## src/rtl/cordic_pkg.sv

```systemverilog
// rtl/cordic_pkg.sv - shared CORDIC constants, arctangent table and state enum
package cordic_pkg;

    // Angles in Q3.13 radians
    localparam int PI_Q13      = 25736;
    localparam int HALF_PI_Q13 = 12868;

    // Inverse CORDIC gain 0.607253 in Q1.15
    localparam int K_Q15 = 19898;

    // atan(2^-i) in Q3.13, rounded
    localparam logic [15:0] ATAN_TAB [16] = '{
        16'd6434, 16'd3798, 16'd2007, 16'd1019,
        16'd511,  16'd256,  16'd128,  16'd64,
        16'd32,   16'd16,   16'd8,    16'd4,
        16'd2,    16'd1,    16'd0,    16'd0
    };

    typedef enum logic [1:0] {
        S_IDLE  = 2'd0,
        S_ROT   = 2'd1,
        S_SCALE = 2'd2
    } cordic_state_e;

endpackage

```

## src/rtl/cordic_vectoring_if.sv

```systemverilog
// rtl/cordic_vectoring_if.sv - request/result bundle of the vectoring CORDIC
interface cordic_vectoring_if #(
    parameter int WIDTH = 16
) ();
    logic                    start;
    logic signed [WIDTH-1:0] x_in;
    logic signed [WIDTH-1:0] y_in;
    logic                    busy;
    logic                    out_valid;
    logic [WIDTH+1:0]        mag_out;
    logic signed [WIDTH-1:0] phase_out;

    modport master (
        output start, x_in, y_in,
        input  busy, out_valid, mag_out, phase_out
    );

    modport slave (
        input  start, x_in, y_in,
        output busy, out_valid, mag_out, phase_out
    );
endinterface

```

## src/rtl/cordic_atan_rom.sv

```systemverilog
// rtl/cordic_atan_rom.sv - arctangent lookup, atan(2^-idx) in Q3.13
import cordic_pkg::*;

module cordic_atan_rom (
    input  logic [4:0]  idx,
    output logic [15:0] atan
);

    // Indices beyond the table return zero so the ROM is safe for any ITER
    always_comb begin
        atan = '0;
        if (idx < 5'd16) begin
            atan = ATAN_TAB[idx[3:0]];
        end
    end

endmodule

```

## src/rtl/cordic_vectoring.sv

```systemverilog
// rtl/cordic_vectoring.sv - iterative vectoring CORDIC (magnitude + atan2); CORDIC_VEC_GAIN_COMP_EN adds gain compensation
import cordic_pkg::*;

module cordic_vectoring #(
    parameter int WIDTH = 16,
    parameter int ITER  = 16
) (
    input  logic              clk,
    input  logic              rst,
    cordic_vectoring_if.slave bus
);

    localparam int IW = $clog2(ITER + 1);
    localparam int XW = WIDTH + 3;

    cordic_state_e           state;
    logic [IW-1:0]           i;
    logic signed [XW-1:0]    x;
    logic signed [XW-1:0]    y;
    logic signed [WIDTH-1:0] z;
    logic                    zero_f;

    logic                    busy_r;
    logic                    valid_r;
    logic [WIDTH+1:0]        mag_r;
    logic signed [WIDTH-1:0] phase_r;

    logic [15:0]             atan_val;
    logic signed [WIDTH-1:0] atan_w;
    logic signed [XW-1:0]    x_sh;
    logic signed [XW-1:0]    y_sh;
    logic signed [XW-1:0]    xs;
    logic signed [XW-1:0]    ys;
    logic signed [XW-1:0]    x_cap;
    logic signed [XW-1:0]    y_cap;
    logic signed [WIDTH-1:0] z_cap;
    logic                    zero_cap;

    cordic_atan_rom u_atan_rom (
        .idx  (5'(i)),
        .atan (atan_val)
    );

    assign atan_w = WIDTH'(atan_val);
    assign x_sh   = x >>> i;
    assign y_sh   = y >>> i;

    assign bus.busy      = busy_r;
    assign bus.out_valid = valid_r;
    assign bus.mag_out   = mag_r;
    assign bus.phase_out = phase_r;

    // Quadrant pre-rotation folds the left half-plane into |angle| <= pi/2
    always_comb begin
        xs       = {{3{bus.x_in[WIDTH-1]}}, bus.x_in};
        ys       = {{3{bus.y_in[WIDTH-1]}}, bus.y_in};
        x_cap    = xs;
        y_cap    = ys;
        z_cap    = '0;
        zero_cap = (bus.x_in == '0) && (bus.y_in == '0);
        if (bus.x_in[WIDTH-1] && !bus.y_in[WIDTH-1]) begin
            x_cap = ys;
            y_cap = -xs;
            z_cap = WIDTH'(HALF_PI_Q13);
        end else if (bus.x_in[WIDTH-1]) begin
            x_cap = -ys;
            y_cap = xs;
            z_cap = WIDTH'(-HALF_PI_Q13);
        end
    end

`ifdef CORDIC_VEC_GAIN_COMP_EN
    logic signed [XW+16:0] prod;

    // Gain compensation multiply; x is non-negative so zero-extending K is exact
    always_comb begin
        prod = {{17{x[XW-1]}}, x} * {{XW{1'b0}}, 17'(K_Q15)};
    end
`endif

    // Control FSM and datapath: capture, micro-rotations, optional scale, result write
    always_ff @(posedge clk or posedge rst) begin
        if (rst) begin
            state   <= S_IDLE;
            i       <= '0;
            x       <= '0;
            y       <= '0;
            z       <= '0;
            zero_f  <= 1'b0;
            busy_r  <= 1'b0;
            valid_r <= 1'b0;
            mag_r   <= '0;
            phase_r <= '0;
        end else begin
            valid_r <= 1'b0;
            case (state)
                S_IDLE: begin
                    if (bus.start) begin
                        x      <= x_cap;
                        y      <= y_cap;
                        z      <= z_cap;
                        zero_f <= zero_cap;
                        i      <= '0;
                        busy_r <= 1'b1;
                        state  <= S_ROT;
                    end
                end
                S_ROT: begin
                    if (i == IW'(ITER)) begin
`ifdef CORDIC_VEC_GAIN_COMP_EN
                        state   <= S_SCALE;
`else
                        mag_r   <= zero_f ? '0 : x[WIDTH+1:0];
                        phase_r <= zero_f ? '0 : z;
                        valid_r <= 1'b1;
                        busy_r  <= 1'b0;
                        state   <= S_IDLE;
`endif
                    end else begin
                        if (!y[XW-1]) begin
                            x <= x + y_sh;
                            y <= y - x_sh;
                            z <= z + atan_w;
                        end else begin
                            x <= x - y_sh;
                            y <= y + x_sh;
                            z <= z - atan_w;
                        end
                        i <= i + IW'(1);
                    end
                end
`ifdef CORDIC_VEC_GAIN_COMP_EN
                S_SCALE: begin
                    mag_r   <= zero_f ? '0 : (WIDTH+2)'(prod >>> 15);
                    phase_r <= zero_f ? '0 : z;
                    valid_r <= 1'b1;
                    busy_r  <= 1'b0;
                    state   <= S_IDLE;
                end
`endif
                default: state <= S_IDLE;
            endcase
        end
    end

endmodule

```

## src/flat_wrapper.sv

```systemverilog
// flat-port wrapper written by rule: the top's interface ports become plain ports
module cordic_vectoring_flat 
#(
    parameter int WIDTH = 16,
    parameter int ITER  = 16
)
  (clk, rst, bus_start, bus_x_in, bus_y_in, bus_busy, bus_out_valid, bus_mag_out, bus_phase_out);
  cordic_vectoring_if #(.WIDTH(WIDTH)) bus_i ();
  input  logic clk;
  input  logic rst;
  input wire logic [$bits(bus_i.start)-1:0] bus_start;
  input wire logic [$bits(bus_i.x_in)-1:0] bus_x_in;
  input wire logic [$bits(bus_i.y_in)-1:0] bus_y_in;
  output wire logic [$bits(bus_i.busy)-1:0] bus_busy;
  output wire logic [$bits(bus_i.out_valid)-1:0] bus_out_valid;
  output wire logic [$bits(bus_i.mag_out)-1:0] bus_mag_out;
  output wire logic [$bits(bus_i.phase_out)-1:0] bus_phase_out;
  assign bus_i.start = bus_start;
  assign bus_i.x_in = bus_x_in;
  assign bus_i.y_in = bus_y_in;
  assign bus_busy = bus_i.busy;
  assign bus_out_valid = bus_i.out_valid;
  assign bus_mag_out = bus_i.mag_out;
  assign bus_phase_out = bus_i.phase_out;
  cordic_vectoring #(.WIDTH(WIDTH), .ITER(ITER)) u_core (.clk(clk), .rst(rst), .bus(bus_i));
endmodule
```

## config.mk

```make
export PLATFORM = sky130hd
export DESIGN_NAME = cordic_vectoring_flat
export DESIGN_NICKNAME = d
export VERILOG_FILES = /design/src/rtl/cordic_pkg.sv /design/src/rtl/cordic_vectoring_if.sv /design/src/rtl/cordic_atan_rom.sv /design/src/rtl/cordic_vectoring.sv /design/src/flat_wrapper.sv
export SDC_FILE = /design/constraint.sdc
export NUM_CORES = 1
export LEC_CHECK = 0
export ABC_AREA = 0
export CORE_AREA = 10 10 213 114
export DETAILED_ROUTE_END_ITERATION = 10
export DIE_AREA = 0 0 223 124
export PLACE_DENSITY_LB_ADDON = 0.05
export SLEW_MARGIN = 15
export SYNTH_ARGS = -nofsm -noshare
export SYNTH_HDL_FRONTEND = slang
export SYNTH_SLANG_ARGS = --single-unit
```

## constraint.sdc

```tcl
create_clock -name clk -period 5.1 [get_ports clk]
set_input_delay 1.275 -clock clk [delete_from_list [all_inputs] [get_ports clk]]
set_output_delay 1.275 -clock clk [all_outputs]
set_load 0.01 [all_outputs]
```

==> flow_results.org <==
** Finish
- The number of antenna diodes in the final layout is 0.
- Synth-to-layout area growth :: 17.8%
- Sequential cell area :: 2410 um^2
- After filler insertion, the fill cell instance count of the layout stands at 1749.
- After the last flow step, the layout net total stands at 1614.
- Leaving out fill and tap cells, the most frequent cells in the layout are nand2_1 (146), nor2_1 (130), o21ai_0 (116).
- The library cell used most frequently in the layout, excluding fill and tap cells, is nand2_1.
- Of the cells placed in the final design, the portion with a size suffix greater than 1 is 0.161.
- Cell area after layout :: 13400 um^2
- In the final layout, the multi-input gates occupy 8470 um^2.

** Setup path
- Among the stages of the critical path, the cell type that occurs most often is nor2_1.
- The number of buffers and inverters on the critical path is 2.
- Critical Setup Path Class :: flop to flop
- Maximum fanout along the worst path :: 6
- Largest stage delay, worst path :: 0.53 ns
- Largest delay share family, worst path :: multiplexers
- Cell at the slowest stage of the critical path :: mux4_2
- Data required, critical path :: 5.34 ns
- Category of the worst setup path capture point :: flop
- For flop-to-flop paths, the worst setup slack is 0.09 ns.
- Data arrival, critical path :: 5.25 ns
- Cell-by-cell listing of the critical path :: buf_12, mux4_2, mux2_2, mux4_2, inv_2, ha_1, o2111ai_4, nor2_1, a31oi_1, nor2_1, nor2_1, ha_1, or2_2, a21oi_2, a211oi_2, a221o_1, a41oi_2, nor2b_2, xor2_1, o21ai_0
- STA classifies the critical path startpoint as a flop.

** STA
- Count of final max-slew check failures :: 0
- Dividing the final minimum period by the clock period gives 0.983.
- On the final layout, the worst hold slack is 0.483 ns.
- Slew at the pin with the worst max-slew slack :: 1.20 ns
- Endpoints failing hold :: 0
- Setup repair after global routing could not meet its margin everywhere.
- Fmax achieved :: 200 MHz
- Worst slew slack as a fraction of its limit :: 0.195
- Worst path setup slack after routing :: 0.0880 ns
- Total of endpoints with negative setup slack in the final report :: 0
- Crit path time final :: 5.01 ns
- Worst Skew :: 0.0170 ns

** Yosys
- When the netlist entered floorplanning its net count stood at 1509.
- After synthesis the cells add up to 11300 um^2.
- The Yosys step of the flow raised 0 warnings.
- Synthesis produced a netlist whose cell count is 1405.
- Count of flip-flops with a built-in enable after synthesis :: 0
- Dominant cell type by area after synthesis :: dfrtp_1
- The netlist uses 89 different library cells.
- Counting flops and latches in the post-synthesis netlist gives 96.
- By area the synthesized netlist is led by dfrtp_1 (21%), ha_1 (7.3%), mux4_2 (6.2%), o21ai_0 (5.2%), a21oi_1 (4.9%).
- Ys async rst share :: 1.00
- Top cell type's share of synthesized area :: 0.212
- Register area share after synthesis :: 0.212
- Post-Syn Area per Cell :: 8.08 um^2
- Main synth FF type :: dfrtp_1

** Floorplan
- Die width :: 223 um
- Number of placement rows :: 37
- The core region is 20400 um^2.
- Effective utilization at floorplan :: 0.556
- The die covers 27700 um^2.
- Vertical die dimension :: 124 um
- During I/O placement, the number of pins put on the boundary was 71.

** Clock tree
- Max Root-Sink Buffers :: 2
- Register clock-pin slew on the reported worst setup and hold paths :: 0.09 ns
- TritonCTS clock tree :: done
- Clk Latency, worst-skew pair :: 0.40 ns
- Buffers inserted during clock tree synthesis total 9.
- CTS placed an instance of clkbuf_16 at the clock tree root.
- Buffers inserted to repair hold after CTS numbered 0.
- TritonCTS sink count :: 96
- H-tree level count :: 3

** Place
- The congestion estimate from routability-driven global placement came to 1.03.
- The count of buffers added on input and output ports is 70.
- Summed over all nets, the half-perimeter wirelength after detailed placement is 31800 um.
- Placement Cell Area :: 12800 um^2
- Place WS :: 0.00776 ns

** Route
- Number of DRC markers in iteration 0 :: 1519
- The final route contains 11.8k vias.
- Average detailed-routed wire length per instance :: 23.0 um
- The routed design has 41100 um of wire.
- For this run, design rule violations remaining after detail routing come to 0.
- Before antenna repair, the detailed router went through 6 iterations.
- Dividing the detail-routed via count by the number of cells gives 6.62.
- Once detail routing completed, the nets flagged for antenna violations numbered 0.

** GRT
- The initial antenna violation count is 0.
- All-Layer GR Usage :: 0.287
- Number of global-route vias before repair :: 10.8k
- Global-route wire length before repair :: 62200 um
- After global routing the overflow that remains totals 0.
- Entering global routing, the biggest net connects 70 pins.

** Job
- Max-cap violations in this run came to 0.

** Hold path
- The tightest min-delay check is of the flop to flop type.

** Status
- Outcome :: finished clean
-- worst register-to-register path: cells and delay by family, from the launching register on --
kind                     cells  cell delay, ns
flip-flops                   1            0.44
XOR/XNOR                     1            0.16
buffers and inverters        2            0.25
AO/OA/AOI/OAI                7            1.28
AND/OR/NAND/NOR              5            0.87
multiplexers                 3            1.34
adder cells (fa/ha/maj)      2            0.52
-- final cells by class --
class	count	area share
clock inverters	7	0.00730
well taps	273	0.0256
flip-flops and latches	96	0.180
clock buffers	9	0.0169
multi-input cells	1168	0.634
repair buffers	186	0.122
inverters	49	0.0142
-- per-layer routing --
| metal | part of all wire | global-route usage | up-vias | routed length (um) |
|---|---|---|---|---|
| li1 | - | - | 5420 | - |
| met1 | 0.43 | 0.397 | 5727 | 17800 |
| met2 | 0.42 | 0.426 | 617 | 17200 |
| met3 | 0.13 | 0.0922 | 64 | 5360 |
| met4 | 0.020 | 0.0730 | 0 | 815 |
| met5 | 0 | 0 | - | 0 |
-- state kept, by name (all words and copies together), names as in the netlist --
name	cells
u_core.bus.busy	1
u_core.x	19
u_core.i	5
u_core.z	16
u_core.bus.mag_out	18
u_core.bus.phase_out	16
u_core.bus.out_valid	1
u_core.y	19
u_core.zero_f	1
-- cells by family (layout without fill, tap and decap cells) --
kind of cell,after synthesis,count (layout),synth area share
buffers and inverters,141,251,0.0527
AOI/OAI and AO/OA,444,444,0.253
DFF,96,96,0.212
xor gates and xnor gates,82,82,0.0633
and+or+nand+nor,480,480,0.204
muxes,93,93,0.137
adders and majority gates,69,69,0.0781
-- synthesized netlist by cell type (7+ instances only) --
cell type,number
dfrtp_1,96
a21o_1,18
nor2b_1,13
mux4_1,12
nand3_1,31
o31ai_1,22
o21a_1,10
buf_2,12
mux2i_1,26
o22ai_1,8
clkbuf_1,65
a211oi_1,38
o21ai_0,119
xnor2_1,41
nand2b_1,44
or3_1,13
and2_1,11
nand2_1,147
mux2_2,22
mux4_2,31
o211ai_1,18
or4_1,7
buf_1,8
inv_1,45
xor2_1,41
ha_1,66
nor4_1,10
a21oi_1,112
nor2_1,131
a31oi_1,16
nor3_1,31
and3_1,11
-- per-stage QoR --
stage	cells	utilization	TNS, ns
final	1788	0.654	0
after global routing	1788	0.654	-0.107
after CTS	1782	0.645	0
after detailed placement	1763	0.627	0
after global placement	1763	0.627	0
after floorplan	1405	-	0
-- what timing repair did --
action / in CTS / in global routing
buffers inserted: 3 / 6
setup endpoints to repair: 2 / 12
gates resized for setup: 1 / 37
pin swaps: 0 / 7
-- final timing paths --
| path | start | end | depth (start not counted) |
|---|---|---|---|
| setup / recovery | u_core.i[1] | u_core.x[16] | 20 |
| hold / removal | u_core.bus.mag_out[15] | u_core.bus.mag_out[15] | 2 |
| setup reg to reg | u_core.i[1] | u_core.x[16] | 20 |
| hold reg to reg | u_core.bus.mag_out[15] | u_core.bus.mag_out[15] | 2 |
| max in group asynchronous | rst | u_core.bus.mag_out[11] | 3 |
| min in group asynchronous | rst | u_core.bus.phase_out[12] | 2 |
Power is left out: the tool's default activity adds up to more than one toggle a clock period on the data nets, which glitch-free logic cannot reach.
